`src/rtl/riscv_pkg.sv`:
```
// riscv_pkg: shared M-extension encodings and the multiply/divide FSM states.
package riscv_pkg;
    localparam logic [2:0] F3_MUL    = 3'b000;
    localparam logic [2:0] F3_MULH   = 3'b001;
    localparam logic [2:0] F3_MULHSU = 3'b010;
    localparam logic [2:0] F3_MULHU  = 3'b011;
    localparam logic [2:0] F3_DIV    = 3'b100;
    localparam logic [2:0] F3_DIVU   = 3'b101;
    localparam logic [2:0] F3_REM    = 3'b110;
    localparam logic [2:0] F3_REMU   = 3'b111;
    typedef enum logic [1:0] {MD_IDLE, MD_BUSY, MD_DONE} muldiv_state_e;
endpackage

```
`src/rtl/muldiv_iter_core.sv`:
```
// muldiv_iter_core: unsigned radix-2 datapath, shift-add multiply or restoring divide.
// {hi,lo} ends as the 2*XLEN product, or as {remainder, quotient}.
module muldiv_iter_core #(
    parameter int XLEN = 32
) (
    input  logic                   clk_i,
    input  logic                   rst_i,
    input  logic                   load_i,
    input  logic                   step_i,
    input  logic                   clear_i,
    input  logic                   div_i,
    input  logic [XLEN-1:0]        a_i,
    input  logic [XLEN-1:0]        b_i,
    output logic [XLEN-1:0]        hi_d_o,
    output logic [XLEN-1:0]        lo_d_o,
    output logic [$clog2(XLEN):0]  cnt_o
);
    localparam int CW = $clog2(XLEN) + 1;
    logic [XLEN-1:0] hi_q, lo_q, b_q;
    logic            div_q;
    logic [CW-1:0]   cnt_q;
    logic [XLEN:0]   sum, shl, diff;
    // The trial subtraction borrows into bit XLEN whenever the shifted remainder is below the divisor.
    always_comb begin
        sum    = {1'b0, hi_q} + (lo_q[0] ? {1'b0, b_q} : '0);
        shl    = {hi_q, lo_q[XLEN-1]};
        diff   = shl - {1'b0, b_q};
        hi_d_o = div_q ? (diff[XLEN] ? shl[XLEN-1:0] : diff[XLEN-1:0]) : sum[XLEN:1];
        lo_d_o = div_q ? {lo_q[XLEN-2:0], ~diff[XLEN]} : {sum[0], lo_q[XLEN-1:1]};
    end
    always_ff @(posedge clk_i or posedge rst_i) begin
        if (rst_i) begin
            hi_q  <= '0;
            lo_q  <= '0;
            b_q   <= '0;
            div_q <= 1'b0;
            cnt_q <= '0;
        end else if (load_i) begin
            hi_q  <= '0;
            lo_q  <= a_i;
            b_q   <= b_i;
            div_q <= div_i;
            cnt_q <= CW'(XLEN);
        end else if (clear_i) begin
            cnt_q <= '0;
        end else if (step_i) begin
            hi_q  <= hi_d_o;
            lo_q  <= lo_d_o;
            cnt_q <= cnt_q - 1'b1;
        end
    end
    assign cnt_o = cnt_q;
endmodule

```
`src/rtl/ex_muldiv.sv`:
```
// ex_muldiv: execute-stage RV32M unit; owns the FSM, operand signs, special cases
// and the result register around the unsigned iterative core.
module ex_muldiv
    import riscv_pkg::*;
#(
    parameter int XLEN = 32
) (
    input  logic            i_clk,
    input  logic            i_rst,
    input  logic            i_startE,
    input  logic            i_kill,
    input  logic [2:0]      i_funct3E,
    input  logic [XLEN-1:0] i_rs1_dataE,
    input  logic [XLEN-1:0] i_rs2_dataE,
    output logic            o_stallE,
    output logic            o_done,
    output logic [XLEN-1:0] o_result
);
    localparam int CW = $clog2(XLEN) + 1;
    muldiv_state_e     state_q, state_d;
    logic [2:0]        op_q;
    logic              qneg_q, rneg_q;
    logic [XLEN-1:0]   res_q, res_d;
    logic              load, step, clear;
    logic [XLEN-1:0]   hi_d, lo_d;
    logic [CW-1:0]     cnt;
    logic              is_div, is_rem, sgn_a, sgn_b, a_neg, b_neg, div_zero, div_ovf;
    logic [XLEN-1:0]   a_mag, b_mag, spec_res, quo, rmd, fin;
    logic [2*XLEN-1:0] prod;
    always_comb begin
        is_div   = i_funct3E inside {F3_DIV, F3_DIVU, F3_REM, F3_REMU};
        is_rem   = i_funct3E inside {F3_REM, F3_REMU};
        sgn_a    = i_funct3E inside {F3_MULH, F3_MULHSU, F3_DIV, F3_REM};
        sgn_b    = i_funct3E inside {F3_MULH, F3_DIV, F3_REM};
        a_neg    = sgn_a & i_rs1_dataE[XLEN-1];
        b_neg    = sgn_b & i_rs2_dataE[XLEN-1];
        a_mag    = a_neg ? -i_rs1_dataE : i_rs1_dataE;
        b_mag    = b_neg ? -i_rs2_dataE : i_rs2_dataE;
        div_zero = is_div & (i_rs2_dataE == '0);
        div_ovf  = (i_funct3E inside {F3_DIV, F3_REM}) & (i_rs1_dataE == {1'b1, {(XLEN-1){1'b0}}})
                 & (i_rs2_dataE == '1);
        spec_res = div_zero ? (is_rem ? i_rs1_dataE : '1) : (is_rem ? '0 : i_rs1_dataE);
    end
    // Sign fix-up works on the core's next-state values so it lands on the final-step edge.
    always_comb begin
        prod = qneg_q ? -{hi_d, lo_d} : {hi_d, lo_d};
        quo  = qneg_q ? -lo_d : lo_d;
        rmd  = rneg_q ? -hi_d : hi_d;
        fin  = (op_q inside {F3_REM, F3_REMU}) ? rmd :
               (op_q inside {F3_DIV, F3_DIVU}) ? quo :
               (op_q inside {F3_MULH, F3_MULHSU, F3_MULHU}) ? prod[2*XLEN-1:XLEN] : prod[XLEN-1:0];
    end
    always_comb begin
        state_d = state_q;
        res_d   = res_q;
        load    = 1'b0;
        step    = 1'b0;
        clear   = 1'b0;
        case (state_q)
            MD_IDLE: if (i_startE && !i_kill) begin
                state_d = (div_zero || div_ovf) ? MD_DONE : MD_BUSY;
                res_d   = (div_zero || div_ovf) ? spec_res : res_q;
                load    = !(div_zero || div_ovf);
            end
            MD_BUSY: begin
                clear   = i_kill;
                step    = !i_kill;
                state_d = i_kill ? MD_IDLE : (cnt == CW'(1)) ? MD_DONE : MD_BUSY;
                res_d   = (!i_kill && cnt == CW'(1)) ? fin : res_q;
            end
            default: state_d = MD_IDLE;
        endcase
    end
    always_ff @(posedge i_clk or posedge i_rst) begin
        if (i_rst) begin
            state_q <= MD_IDLE;
            res_q   <= '0;
            op_q    <= '0;
            qneg_q  <= 1'b0;
            rneg_q  <= 1'b0;
        end else begin
            state_q <= state_d;
            res_q   <= res_d;
            if (load) begin
                op_q   <= i_funct3E;
                qneg_q <= a_neg ^ b_neg;
                rneg_q <= a_neg;
            end
        end
    end
    muldiv_iter_core #(.XLEN(XLEN)) u_core (
        .clk_i   (i_clk),
        .rst_i   (i_rst),
        .load_i  (load),
        .step_i  (step),
        .clear_i (clear),
        .div_i   (is_div),
        .a_i     (a_mag),
        .b_i     (b_mag),
        .hi_d_o  (hi_d),
        .lo_d_o  (lo_d),
        .cnt_o   (cnt)
    );
    assign o_stallE = !i_kill & (((state_q == MD_IDLE) & i_startE) | (state_q == MD_BUSY));
    assign o_done   = (state_q == MD_DONE);
    assign o_result = res_q;
endmodule

```
`config.mk`:
```
export PLATFORM = sky130hd
export DESIGN_NAME = ex_muldiv
export DESIGN_NICKNAME = d
export VERILOG_FILES = /design/src/rtl/riscv_pkg.sv /design/src/rtl/muldiv_iter_core.sv /design/src/rtl/ex_muldiv.sv
export SDC_FILE = /design/constraint.sdc
export NUM_CORES = 1
export LEC_CHECK = 0
export ABC_CLOCK_PERIOD_IN_PS = 18700
export CAP_MARGIN = 0
export CORE_ASPECT_RATIO = 2
export CORE_MARGIN = 2
export CORE_UTILIZATION = 55
export CTS_CLUSTER_DIAMETER = 200
export DETAILED_ROUTE_END_ITERATION = 10
export GPL_ROUTABILITY_DRIVEN = 1
export HOLD_SLACK_MARGIN = 0.12
export PLACE_DENSITY = 0.84
export SETUP_SLACK_MARGIN = 0.02
export SLEW_MARGIN = 15
export SYNTH_ARGS = -nofsm -noshare
export SYNTH_HDL_FRONTEND = slang
export SYNTH_SLANG_ARGS = --single-unit
```
`constraint.sdc`:
```
create_clock -name i_clk -period 18.7 [get_ports i_clk]
set_clock_uncertainty 0.1 [all_clocks]
set_input_delay 2.805 -clock i_clk [delete_from_list [all_inputs] [get_ports i_clk]]
set_output_delay 2.805 -clock i_clk [all_outputs]
set_load 0.02 [all_outputs]
```
Yosys cells after proc, flatten, opt, wreduce, memory -nomap -nowiden
Cells that the tools add are included.

Eq/ne operators: 22. Bitwise logic cells: 10. Muxes and demuxes: 37. Reductions and logical operators: 20. $add $sub $neg: 8.

Operators by type and width (count): $mux 32 (23); $neg 32->32 (4); $eq 32x32->1 const B (2); $mux 64 (1); $neg 64->64 (1); $pmux 32 s2 (1); $add 32x33->33 (1); $sub 33x32->33 (1); $logic_not 32->1 (1); $eq 3x3->1 const B (8); $mux 6 (3); $reduce_bool 2->1 (6); $eq 3x2->1 const B (3); $reduce_bool 3->1 (3); $mux 2 (4); $ne 2x2->1 const B (4); $reduce_bool 4->1 (2); $and 1x1->1 (7); $eq 3x1->1 const B (2); $eq 6x1->1 const B (1); $sub 6x1->6 const B (1); $mux 1 (4); $pmux 2 s2 (1); $reduce_and 4->1 (1); 10 further kinds (12).

Word-level logic and storage cells: 107. Register bits after elaboration: 142. Output and inout bits: 34. Bits of input ports: 71.

Logic depth before layout (Yosys ltp)
Depth after elaboration: 10. Depth in mapped cells: 25. Gate-level depth less buffers: 24.

Cells and area by module
A second synthesis with hierarchy kept.

Cell total of the unflattened synthesis: 1992. Area total of the unflattened synthesis: 15272.1 um^2.

By module, submodules not included: muldiv_iter_core (cells an instance 1057, area an instance 8804.7 um^2, instances 1, sequential area each 2577.5 um^2); ex_muldiv (cells an instance 935, area an instance 6467.5 um^2, instances 1, sequential area each 975.9 um^2).

Least setup slack after synthesis
OpenSTA, ideal clock, no wires.

Path type: in2reg. From: in i_rs2_dataE[15]. To: reg res_q[30] (netlist: o_result[30]). Path slack: 12405 ps. Cell stages on the path: 14. Path buffers: 0. Arrival: 6107 ps. Cells stage by stage: or4_1 -> nor4_1 -> nor4b_1 -> nand3_1 -> or4b_1 -> a21boi_1 -> nor2b_1 -> o21ai_1 -> inv_2 -> nor2_1 -> a31oi_1 -> nand3_1 -> mux2_1 -> a22oi_1.

Cells in the longest elaborated chain, start to end: 6.

Ends and longest elaborated chain: from (decl) (line ex_muldiv.sv:14) `input logic [XLEN-1:0] i_rs2_dataE,`; $logic_not 32->1 (line ex_muldiv.sv:39) `div_zero = is_div & (i_rs2_dataE == '0);`; $and 1x1->1 (line ex_muldiv.sv:39); $mux 32 (line ex_muldiv.sv:42) `spec_res = div_zero ? (is_rem ? i_rs1_dataE : '1) : (is_rem ? '0 : i_rs1_dataE);`; $mux 32 (line ex_muldiv.sv:62) `res_d = (div_zero || div_ovf) ? spec_res : res_q;`; $mux 32 (line ex_muldiv.sv:60) `MD_IDLE: if (i_startE && !i_kill) begin`; $pmux 32 s2 (line ex_muldiv.sv:59) `case (state_q)`; to (signal assigned) (line ex_muldiv.sv:83) `res_q <= res_d;`; to (decl) (line ex_muldiv.sv:23) `logic [XLEN-1:0] res_q, res_d;`.

Parallel ways exist; a longest one is shown, timed or not. The select of a mux whose other input is x is not followed. A chain may end at the register's enable or synchronous reset.

Worst setup path in the final report
From: in i_rs2_dataE[7]. To: reg res_q[27] (netlist: o_result[27]).

Same word-level chain as after synthesis.

==> results.sh <==
export IMPL_grt_pass1_wl_um=95900
export IMPL_routed_via_density=6.95
export IMPL_drv_slew=0
export IMPL_synth_top_area_cell="dfrtp_1"
export IMPL_fin_ws_ps=10730
export IMPL_synthTopCellsByCount="nand2_1, o21ai_0, a21oi_1"
export IMPL_dr_pass1_iters=6
export IMPL_io_pins=105
export IMPL_die_x_um=125
export IMPL_drt_wirelength_per_cell_um=24.3
export IMPL_holdBufCountCts=0
export IMPL_root_buffer="clkbuf_16"
export IMPL_die_y_um=245
export IMPL_ys_top_cells_by_area="dfrtp_1, o21ai_0, nand2_1"
export IMPL_grt_use_met3_pct=4.98
export IMPL_final_layout_size_suffix_gt1_share_pct=5.50
export IMPL_synth_most_common_cell="nand2_1"
export IMPL_clockBufferDepth=2
export IMPL_wl_um=61700
export IMPL_vdd_drop_max_mv=0.0992
export IMPL_seq_area_frac_synth_pct=22.2
export IMPL_synth_main_ff_cell="dfrtp_1"
export IMPL_fin_crit_sh_pct=42.6
export IMPL_top_usage_layer="met2"
export IMPL_worstPathRequired_ps=18970
export IMPL_drt_initial_drc_count=1755
export IMPL_drv_cap=0
export IMPL_via_count=17700
export IMPL_synthCells=2149
export IMPL_cts_sinks=142
export IMPL_rsz0062_at_grt="false"
export IMPL_ys_types=104
export IMPL_min_period_ps=7970
export IMPL_worstMarginPinSlew_ps=1220
export IMPL_outcome="finished, final reports clean"
export IMPL_num_fill_cells=2606
export IMPL_synth_edf_count=0
export IMPL_hold_ws_ps=432
export IMPL_crit_fanout=39
export IMPL_num_rows=88
export IMPL_yosys_warnings=0
export IMPL_start_kind="input pin"
export IMPL_avgSynthCellArea_um2=7.46
export IMPL_die_area_um2=30600
export IMPL_gr_usage_met2_pct=70.5
export IMPL_gr_usage_met1_pct=42.4
export IMPL_async_flop_share_pct=100
export IMPL_grt_ovfl_total=0
export IMPL_yosys_area_top_type_share_pct=22.2
export IMPL_finalHoldViolCount=0
export IMPL_crit_path_end_kind="register"
export IMPL_grt_pass1_vias=17400
export IMPL_htreeDepth=4
export IMPL_pre_cts_slack_ps=10410
export IMPL_arrival_ps=8240
export IMPL_hp_class="register to register"
export IMPL_grt_max_degree=89
export IMPL_final_antenna_net_count=0
export IMPL_core_um2=28700
export IMPL_clk_pin_slew_worst_paths_ps=60
export IMPL_p_leak_uw=0.00719
export IMPL_seq_area_um2=3560
export IMPL_dpl_hpwl_um=46700
export IMPL_gp_congestion=1.01
export IMPL_start_util_pct=55.8
export IMPL_setup_viol=0
export IMPL_cts_setup_buffers=0
export IMPL_nets=2314
export IMPL_area_growth_pct=10.6
export IMPL_max_freq_mhz=125
export IMPL_numCtsBuffers=17
export IMPL_relSlewSlack_pct=18.9
export IMPL_clk_latency_ps=470
export IMPL_cts_resized=0
export IMPL_p_per_area_nw_per_um2=171
export IMPL_multi_input_area_um2=11700
export IMPL_grt_use_total_pct=39.8
export IMPL_fin_setup_tns_ps=0
export IMPL_port_buffers=104
export IMPL_antenna_cells=0
export IMPL_syn_nets=2293
export IMPL_synth_area_um2=16000
export IMPL_drc=0
export IMPL_total_power_uw=3040
export IMPL_crit_type="input pin to register"
export IMPL_antenna_found_initial=1
export IMPL_cts_tree="done"
export IMPL_ys_ff_latch=142
==> sequential cells by signal, summed over array words and instances (netlist names) <==
signal        flops
u_core.cnt_o      6
qneg_q            1
u_core.b_q       32
u_core.hi_q      32
state_q           2
o_result         32
u_core.div_q      1
u_core.lo_q      32
rneg_q            1
op_q              3
==> metal layers <==
layer	wire [µm]	vias to the layer above	part of all wire (%)
met5	13	-	0.021
met3	3690	318	6.0
met2	30700	964	50
li1	-	8018	-
met4	5620	2	9.1
met1	21600	8365	35
==> final timing paths <==
check	startpoint	endpoint	slack, ps	depth (start not counted)
max	i_rs2_dataE[7]	o_result[27]	10730	15
min	o_result[8]	o_result[8]	430	2
max reg2reg	u_core.lo_q[31]	o_result[30]	10880	24
min reg2reg	o_result[8]	o_result[8]	430	2
max in group asynchronous	i_rst	u_core.hi_q[3]	14280	3
min in group asynchronous	i_rst	u_core.lo_q[24]	2740	2
==> critical path: stages <==
cell	delay [ps]
clkdlybuf4s50_1	510
or4_1	610
or4_1	490
nor3_1	350
nand2_1	290
or4b_1	720
a21boi_1	250
nor2b_1	190
o21ai_2	60
buf_4	280
inv_2	510
nand2_1	540
nor3_1	280
a211oi_1	120
o21ai_0	190
==> cell families (layout without fill, tap and decap cells) <==
family	after synthesis	after routing	share of synthesized area [%]
AO/OA/AOI/OAI	731	731	29.9
XOR/XNOR	146	146	8.21
adder cells (fa/ha/maj)	73	73	5.79
buffers and inverters	197	230	5.08
flip-flops	142	142	22.2
multiplexers	63	63	4.07
AND/OR/NAND/NOR	797	797	24.8
==> per-stage QoR <==
step / cell area [µm²] / cells / util [%]
5_1_grt: 17700 / 2542 / 61.7
4_1_cts: 17700 / 2542 / 61.7
2_1_floorplan: 16000 / 2149 / -
3_5_place_dp: 17200 / 2511 / 59.8
6_report: 17700 / 2542 / 61.7
3_3_place_gp: 17200 / 2511 / 59.8
==> area by class of cell <==
class	instances	share of cell area, %
clock buffers	25	2.74
clock inverters	6	0.212
inverters	68	1.47
multi-input cells	1810	66.0
flip-flops and latches	142	20.1
well taps	360	2.54
repair buffers	131	7.02
==> cell usage in the layout, fill, tap and decap left out, drive strengths merged, types with 17 or more instances in the layout <==
master / Yosys / routed
nand2b: 19 / 19
mux2i: 49 / 49
o31ai: 32 / 32
nand4: 40 / 40
a21o: 28 / 28
nor2: 166 / 166
a31oi: 34 / 34
xor2: 69 / 69
ha: 71 / 71
inv: 68 / 68
o221ai: 34 / 34
dfrtp: 142 / 142
a21oi: 176 / 176
nor3: 69 / 69
a211oi: 23 / 23
or3: 21 / 21
nand2: 254 / 254
o21ai: 221 / 221
nand3: 77 / 77
buf: 33 / 27
o211ai: 25 / 25
nor2b: 19 / 19
and2: 50 / 50
xnor2: 77 / 77
clkbuf: 96 / 25
and3: 17 / 17
clkdlybuf4s50: 0 / 104
==> report_power, final <==
group / switching, µW / internal (µW)
sequential: 143 / 412
clock: 146 / 178
combinational: 1380 / 775
total: 1670 / 1360
Note: power is estimated with default switching activity, not from simulation.
